### config.mk
export PLATFORM = sky130hd
export DESIGN_NAME = ours_ppln_pack
export DESIGN_NICKNAME = d
export VERILOG_FILES = /design/src/rtl/ours_ppln_pack.sv
export SDC_FILE = /design/constraint.sdc
export NUM_CORES = 1
export LEC_CHECK = 0
export CAP_MARGIN = 30
export CORE_MARGIN = 2
export CORE_UTILIZATION = 45
export DETAILED_ROUTE_END_ITERATION = 10
export GPL_ROUTABILITY_DRIVEN = 0
export HOLD_SLACK_MARGIN = 0.15
export PLACE_DENSITY = 0.69
export SLEW_MARGIN = 10
export SYNTH_ARGS = -nofsm -noshare
export SYNTH_HDL_FRONTEND = slang
export SYNTH_SLANG_ARGS = --single-unit
export TNS_END_PERCENT = 5
### constraint.sdc
create_clock -name clk -period 2.1 [get_ports clk]
set_input_delay 0.42 -clock clk [delete_from_list [all_inputs] [get_ports clk]]
set_output_delay 0.42 -clock clk [all_outputs]
set_load 0.01 [all_outputs]
### src/rtl/ours_ppln_pack.sv
// Valid/ready width up-converter: packs RATIO little-endian IN_WIDTH beats into one registered word.
// Define OURS_PPLN_PACK_KEEP_EN to add the keep_out lane-filled mask.

module ours_ppln_pack_lane #(
  parameter int W = 8
) (
  input  logic         sel,
  input  logic [W-1:0] beat,
  input  logic [W-1:0] held,
  output logic [W-1:0] merged
);
  assign merged = sel ? beat : held;
endmodule

module ours_ppln_pack #(
  parameter int IN_WIDTH = 8,
  parameter int RATIO    = 4,
  localparam int OUT_WIDTH = IN_WIDTH * RATIO,
  localparam int CNT_W     = $clog2(RATIO)
) (
  input  logic                 clk,
  input  logic                 rst,
  input  logic                 valid_in,
  output logic                 ready_out,
  input  logic [IN_WIDTH-1:0]  data_in,
  input  logic                 last_in,
  output logic                 valid_out,
  input  logic                 ready_in,
  output logic [OUT_WIDTH-1:0] data_out,
  output logic                 last_out
`ifdef OURS_PPLN_PACK_KEEP_EN
  , output logic [RATIO-1:0]   keep_out
`endif
);

`ifndef SYNTHESIS
  initial begin
    if (RATIO < 2 || IN_WIDTH < 1)
      $fatal(1, "ours_ppln_pack: RATIO must be >= 2 and IN_WIDTH >= 1");
  end
`endif

  logic [CNT_W-1:0]                cnt;
  logic [RATIO-1:0][IN_WIDTH-1:0]  acc;
  logic [RATIO-1:0][IN_WIDTH-1:0]  merged;
  logic [RATIO-1:0]                sel;
  logic                            take;
  logic                            done_beat;

  // Stalled output blocks every beat, including ones that would only accumulate.
  assign ready_out = !valid_out | ready_in;
  assign take      = valid_in & ready_out;
  assign done_beat = take & (last_in | (cnt == CNT_W'(RATIO - 1)));

  for (genvar i = 0; i < RATIO; i++) begin : g_lane
    assign sel[i] = (cnt == CNT_W'(i));
    ours_ppln_pack_lane #(.W(IN_WIDTH)) u_lane (
      .sel    (sel[i]),
      .beat   (data_in),
      .held   (acc[i]),
      .merged (merged[i])
    );
  end

  always_ff @(posedge clk) begin
    if (rst) begin
      cnt       <= '0;
      acc       <= '0;
      valid_out <= 1'b0;
      data_out  <= '0;
      last_out  <= 1'b0;
    end else if (done_beat) begin
      // acc is cleared on completion, so unfilled lanes of a partial word stay zero.
      valid_out <= 1'b1;
      data_out  <= merged;
      last_out  <= last_in;
      cnt       <= '0;
      acc       <= '0;
    end else begin
      if (take) begin
        acc <= merged;
        cnt <= cnt + CNT_W'(1);
      end
      if (valid_out && ready_in) valid_out <= 1'b0;
    end
  end

`ifdef OURS_PPLN_PACK_KEEP_EN
  logic [RATIO-1:0] acc_keep;

  always_ff @(posedge clk) begin
    if (rst) begin
      acc_keep <= '0;
      keep_out <= '0;
    end else if (done_beat) begin
      keep_out <= acc_keep | sel;
      acc_keep <= '0;
    end else if (take) begin
      acc_keep <= acc_keep | sel;
    end
  end
`endif

endmodule
# --- Word level (Yosys, flattened, before mapping) ---
# Index checks and enable logic that the tools add are counted.
classes:
  eq_ne: 3
  bitwise_logic: 4
  reduce_logical: 5
  n_mux: 6
  add_sub_neg: 1
ops:
  columns: ["operator", "count"]
  rows:
  - ["$mux W8", 4]
  - ["$eq A2 B2 Y1 const B", 2]
  - ["$add A2 B1 Y2 const B", 1]
  - ["$and A1 B1 Y1", 2]
  - ["$eq A2 B1 Y1 const B", 1]
  - ["$logic_not A2 Y1", 1]
  - ["$mux W1", 2]
  - ["$or A1 B1 Y1", 2]
  - ["$reduce_bool A2 Y1", 1]
  - ["$reduce_or A2 Y1", 1]
  - ["$logic_and A1 B1 Y1", 1]
  - ["$logic_not A1 Y1", 1]
totals:
  out_inout_bits: 35
  reg_bits: 68

# --- Depth between registers and ports, before layout ---
depth:
  ltp_word: 5
  ltp_mapped: 8
  mapped_depth_nobuf: 5

# --- Modules after synthesis ---
# From an unflattened synthesis, not the netlist that was laid out.
unflattened:
  cells_unflattened: 358
  hier_area_um2: 3400.8
modules_own_cells:
  columns: ["module", "seq_area_each_um2", "cells_per_inst", "area_each_um2", "n_inst"]
  rows:
  - ["ours_ppln_pack", 1361.3, 322, 2875.3, 1]
  - ["ours_ppln_pack_lane", 0.0, 9, 131.4, 4]

# --- Least setup slack after synthesis ---
# Ideal clock, no wire load.
synth_path:
  path_type: "register to register"
  startpoint: "reg cnt[0]"
  endpoint: "reg data_out[12]"
  path_slack_ns: 0.448
  setup_ns: 0.081
  path_stages_with_launch: 9
  path_buffers: 4
  arrival_time_ns: 1.571
  synth_period_minus_slack_ns: 1.652
  required_ns: 2.019
  cell_sequence: "dfxtp_1 -> ha_1 -> buf_6 -> or2_1 -> buf_6 -> and3_4 -> buf_6 -> buf_6 -> a211oi_2"
synth_via:
  elab_chain_len: 3
  word_cells_on_any_way: 5
  cone_classes: "2 x eq/ne; 1 x mux; 2 x bitwise"
synth_lines:
  columns: ["item", "line", "text"]
  rows:
  - ["from (decl)", "43", "logic [CNT_W-1:0] cnt;"]
  - ["from (signal assigned)", "82", "cnt <= cnt + CNT_W'(1);"]
  - ["$eq A2 B2 Y1", "53", "assign done_beat = take & (last_in | (cnt == CNT_W'(RATIO - 1)));"]
  - ["$or A1 B1 Y1", "53", null]
  - ["$and A1 B1 Y1", "53", null]
  - ["to (signal assigned)", "75", "data_out <= merged;"]
  - ["to (decl)", "29", "output logic [OUT_WIDTH-1:0] data_out,"]
# Parallel ways exist; a longest one is shown, timed or not.
# A chain may end at the register's enable or synchronous reset.

# --- Final worst setup path ---
layout_path:
  startpoint: "in ready_in"
  endpoint: "out ready_out"
layout_via:
  elab_chain_len: 1
layout_lines:
  columns: ["item", "line", "text"]
  rows:
  - ["from (decl)", "28", "input logic ready_in,"]
  - ["$or A1 B1 Y1", "51", "assign ready_out = !valid_out | ready_in;"]
  - ["to (decl)", "24", "output logic ready_out,"]
# Every way passes these cells.

==> results_dict.tcl <==
set metrics [dict create \
    power.density_nw_per_um2 715 \
    wl_um 7540 \
    dieArea_um2 7650 \
    detail-route-antenna-nets 0 \
    multi_input_area_um2 1540 \
    die_h_um 87.4 \
    peakVddDrop_mv 0.424 \
    finalCritPeriodShare_pct 97.1 \
    worstSetupStartpointType "primary input" \
    chipWidth_um 87.4 \
    power_frac_seq_pct 50.2 \
    pwr-share-comb_pct 17.7 \
    yosysUniqueCellTypes 24 \
    mostFrequentLayoutCells "68 x dfxtp_1, 46 x clkdlybuf4s50_1, 33 x a31oi_1" \
    cpMostUsedCell "clkdlybuf4s50_1" \
    wl_per_cell_um 17.2 \
    grt_max_degree 33 \
    drtIter0Drc 117 \
    syn_nets 329 \
    mostFrequentLayoutCell "dfxtp_1" \
    grt_pass1_wl_um 12600 \
    cts_setup_buffers 0 \
    hold_viol_final 0 \
    fin_ws_ns 0.0607 \
    cp.required_ns 1.68 \
    end_kind "primary output" \
    crit_fanout 4 \
    via_count 2543 \
    worst_slew_pin_slew_ns 0.412 \
    cts_tree "built" \
    ys_seq_elements 68 \
    n_antenna_cell 0 \
    setup_tns_ns 0 \
    crit_chain "clkdlybuf4s50_1, nor2b_1, inv_2, clkdlybuf4s50_1" \
    internal_power_mw 1.99 \
    portBuffers 47 \
    status "complete, no violations" \
    h-tree-depth 3 \
    ys_seq_area_share_pct 43.5 \
    clk_pin_slew_ns 0.07 \
    dp_hpwl_um 4990 \
    setup_viol 0 \
    fin_crit_ns 2.04 \
    min_from "acc[25]$_SDFFE_PP0P_" \
    swShare_pct 27.4 \
    rows 30 \
    final_cell_area_um2 3840 \
    synth_edf_count 0 \
    layout-drive-gt1-share_pct 21.2 \
    first_pass_iters 4 \
    clock_sinks 68 \
    hold_depth 1 \
    drv_slew 0 \
    syn_inst 312 \
    avgSynthCellArea_um2 10.0 \
    hold_class "reg2reg" \
    max_slew_margin_pct 72.4 \
    clkPwrFrac_pct 32.1 \
    grt-ovfl-total 0 \
    crit_slowest_cell "clkdlybuf4s50_1" \
    ioPinCount 48 \
    area_growth_pct 22.5 \
    clockRootBuffer "clkbuf_8" \
    p_sw_uw 752 \
    reg2reg_depth 6 \
    syn_area_um2 3130 \
    crit_type "in2out" \
    cts.path.max_buffers 2 \
    clk_latency_ns 0.34 \
    crit_family "buffers and inverters" \
    routed_via_density 5.81 \
    start_util_pct 46.4 \
    antenna_found_initial 0 \
    yosysTopAreaCellShare_pct 43.5 \
    total_power_mw 2.74 \
    arrival_ns 1.62 \
    cts_hold_buf 0 \
    place_area_um2 3690 \
    max_stage_delay_ns 0.49 \
    first_global_vias 2573 \
    synth-async-reset-ratio_pct 0 \
    drc 0 \
    reg2reg_to "acc[25]$_SDFFE_PP0P_" \
    cts_resized 0 \
    skew_ns 0.00858 \
    cts_buffers 9 \
    fmax_mhz 490 \
    yosysWarnings 0 \
    ys_top_cells_by_area "dfxtp_1 43%, a211oi_2 12%, mux2i_1 10%" \
    rr_startpoint "cnt[0]$_SDFFE_PP0P_" \
    pre_cts_ws_ns 0.0642 \
    regArea_um2 1360 \
    layout.nets 371 \
    hold_end "acc[25]$_SDFFE_PP0P_" \
    rsz0062_at_grt "no" \
    p_leak_nw 1.27 \
    fillers 602 \
    core_um2 6760 \
    maxCapViolCount 0 \
    cp_num_buf_inv 3 \
    track_usage_pct 21.2 \
    rrSetupSlack_ns 0.55 \
    ys.flop_type "dfxtp_1" \
    synth_top_cell_by_area "dfxtp_1" \
]
## stage by stage
step | cells | util, % | hold slack, ns
after detailed placement | 423 | 54.6 | 0.443
after global routing | 438 | 56.8 | 0.474
after floorplan | 312 | - | 0.429
after global placement | 423 | 54.6 | 0.443
final | 438 | 56.8 | 0.461
after CTS | 438 | 56.8 | 0.463
## registers in the layout (all words and copies together), names as in the netlist
name and cells:
data_out 32, cnt 2, valid_out 1, acc 32, last_out 1
## worst max-delay path by stage
| stage | from | end | slack (ns) | depth (start not counted) |
|---|---|---|---|---|
| after floorplan | cnt[0]$_SDFFE_PP0P_ | data_out[12]$_SDFFE_PP0P_ | 0.45 | 8 |
| after global placement | ready_in | ready_out | 0.09 | 4 |
| after detailed placement | ready_in | ready_out | 0.06 | 4 |
| after CTS | ready_in | ready_out | 0.05 | 4 |
| after global routing | ready_in | ready_out | 0.01 | 4 |
| final | ready_in | ready_out | 0.06 | 4 |
## layout make-up
type	count	share of cell area [%]
inverters	5	0.489
flip-flops and latches	68	35.5
multi-input cells	202	40.0
clock inverters	3	0.391
well taps	80	2.61
clock buffers	12	3.52
repair buffers	68	17.5
## Yosys cell counts, types with 5 or more instances
master	instances
dfxtp_1	68
a31oi_1	33
mux2i_1	32
a211oi_2	30
nand3_1	28
o21ai_0	26
a21oi_1	18
clkbuf_1	16
and2_1	11
a21oi_2	10
buf_6	9
buf_2	6
buf_1	5
## power groups by stage
stage | Combinational (mW) | Clock [mW] | Sequential, mW
2_1_floorplan | 0.274 | 0 | 1.42
3_3_place_gp | 0.478 | 0 | 1.41
3_5_place_dp | 0.485 | 0 | 1.41
4_1_cts | 0.487 | 0.901 | 1.38
5_1_grt | 0.524 | 0.968 | 1.39
6_report | 0.484 | 0.881 | 1.38
## cell families (layout without fill, tap and decap cells)
kind of cell | after synthesis | in the layout | synth area share [%]
AOI/OAI and AO/OA | 121 | 121 | 29.4
DFF | 68 | 68 | 43.5
and+or+nand+nor | 45 | 45 | 7.79
buffers and inverters | 42 | 88 | 7.55
muxes | 32 | 32 | 10.2
adders and majority gates | 4 | 4 | 1.60
## per-layer routing
layer | track usage, % | share of wire, % | up-vias
met2 | 33.8 | 47 | 64
met1 | 28.1 | 47 | 1217
met3 | 3.60 | 3.9 | 15
li1 | - | - | 1247
met4 | 9.37 | 2.3 | 0
met5 | 0 | 0 | -
Power figures use the tool's default switching activity.
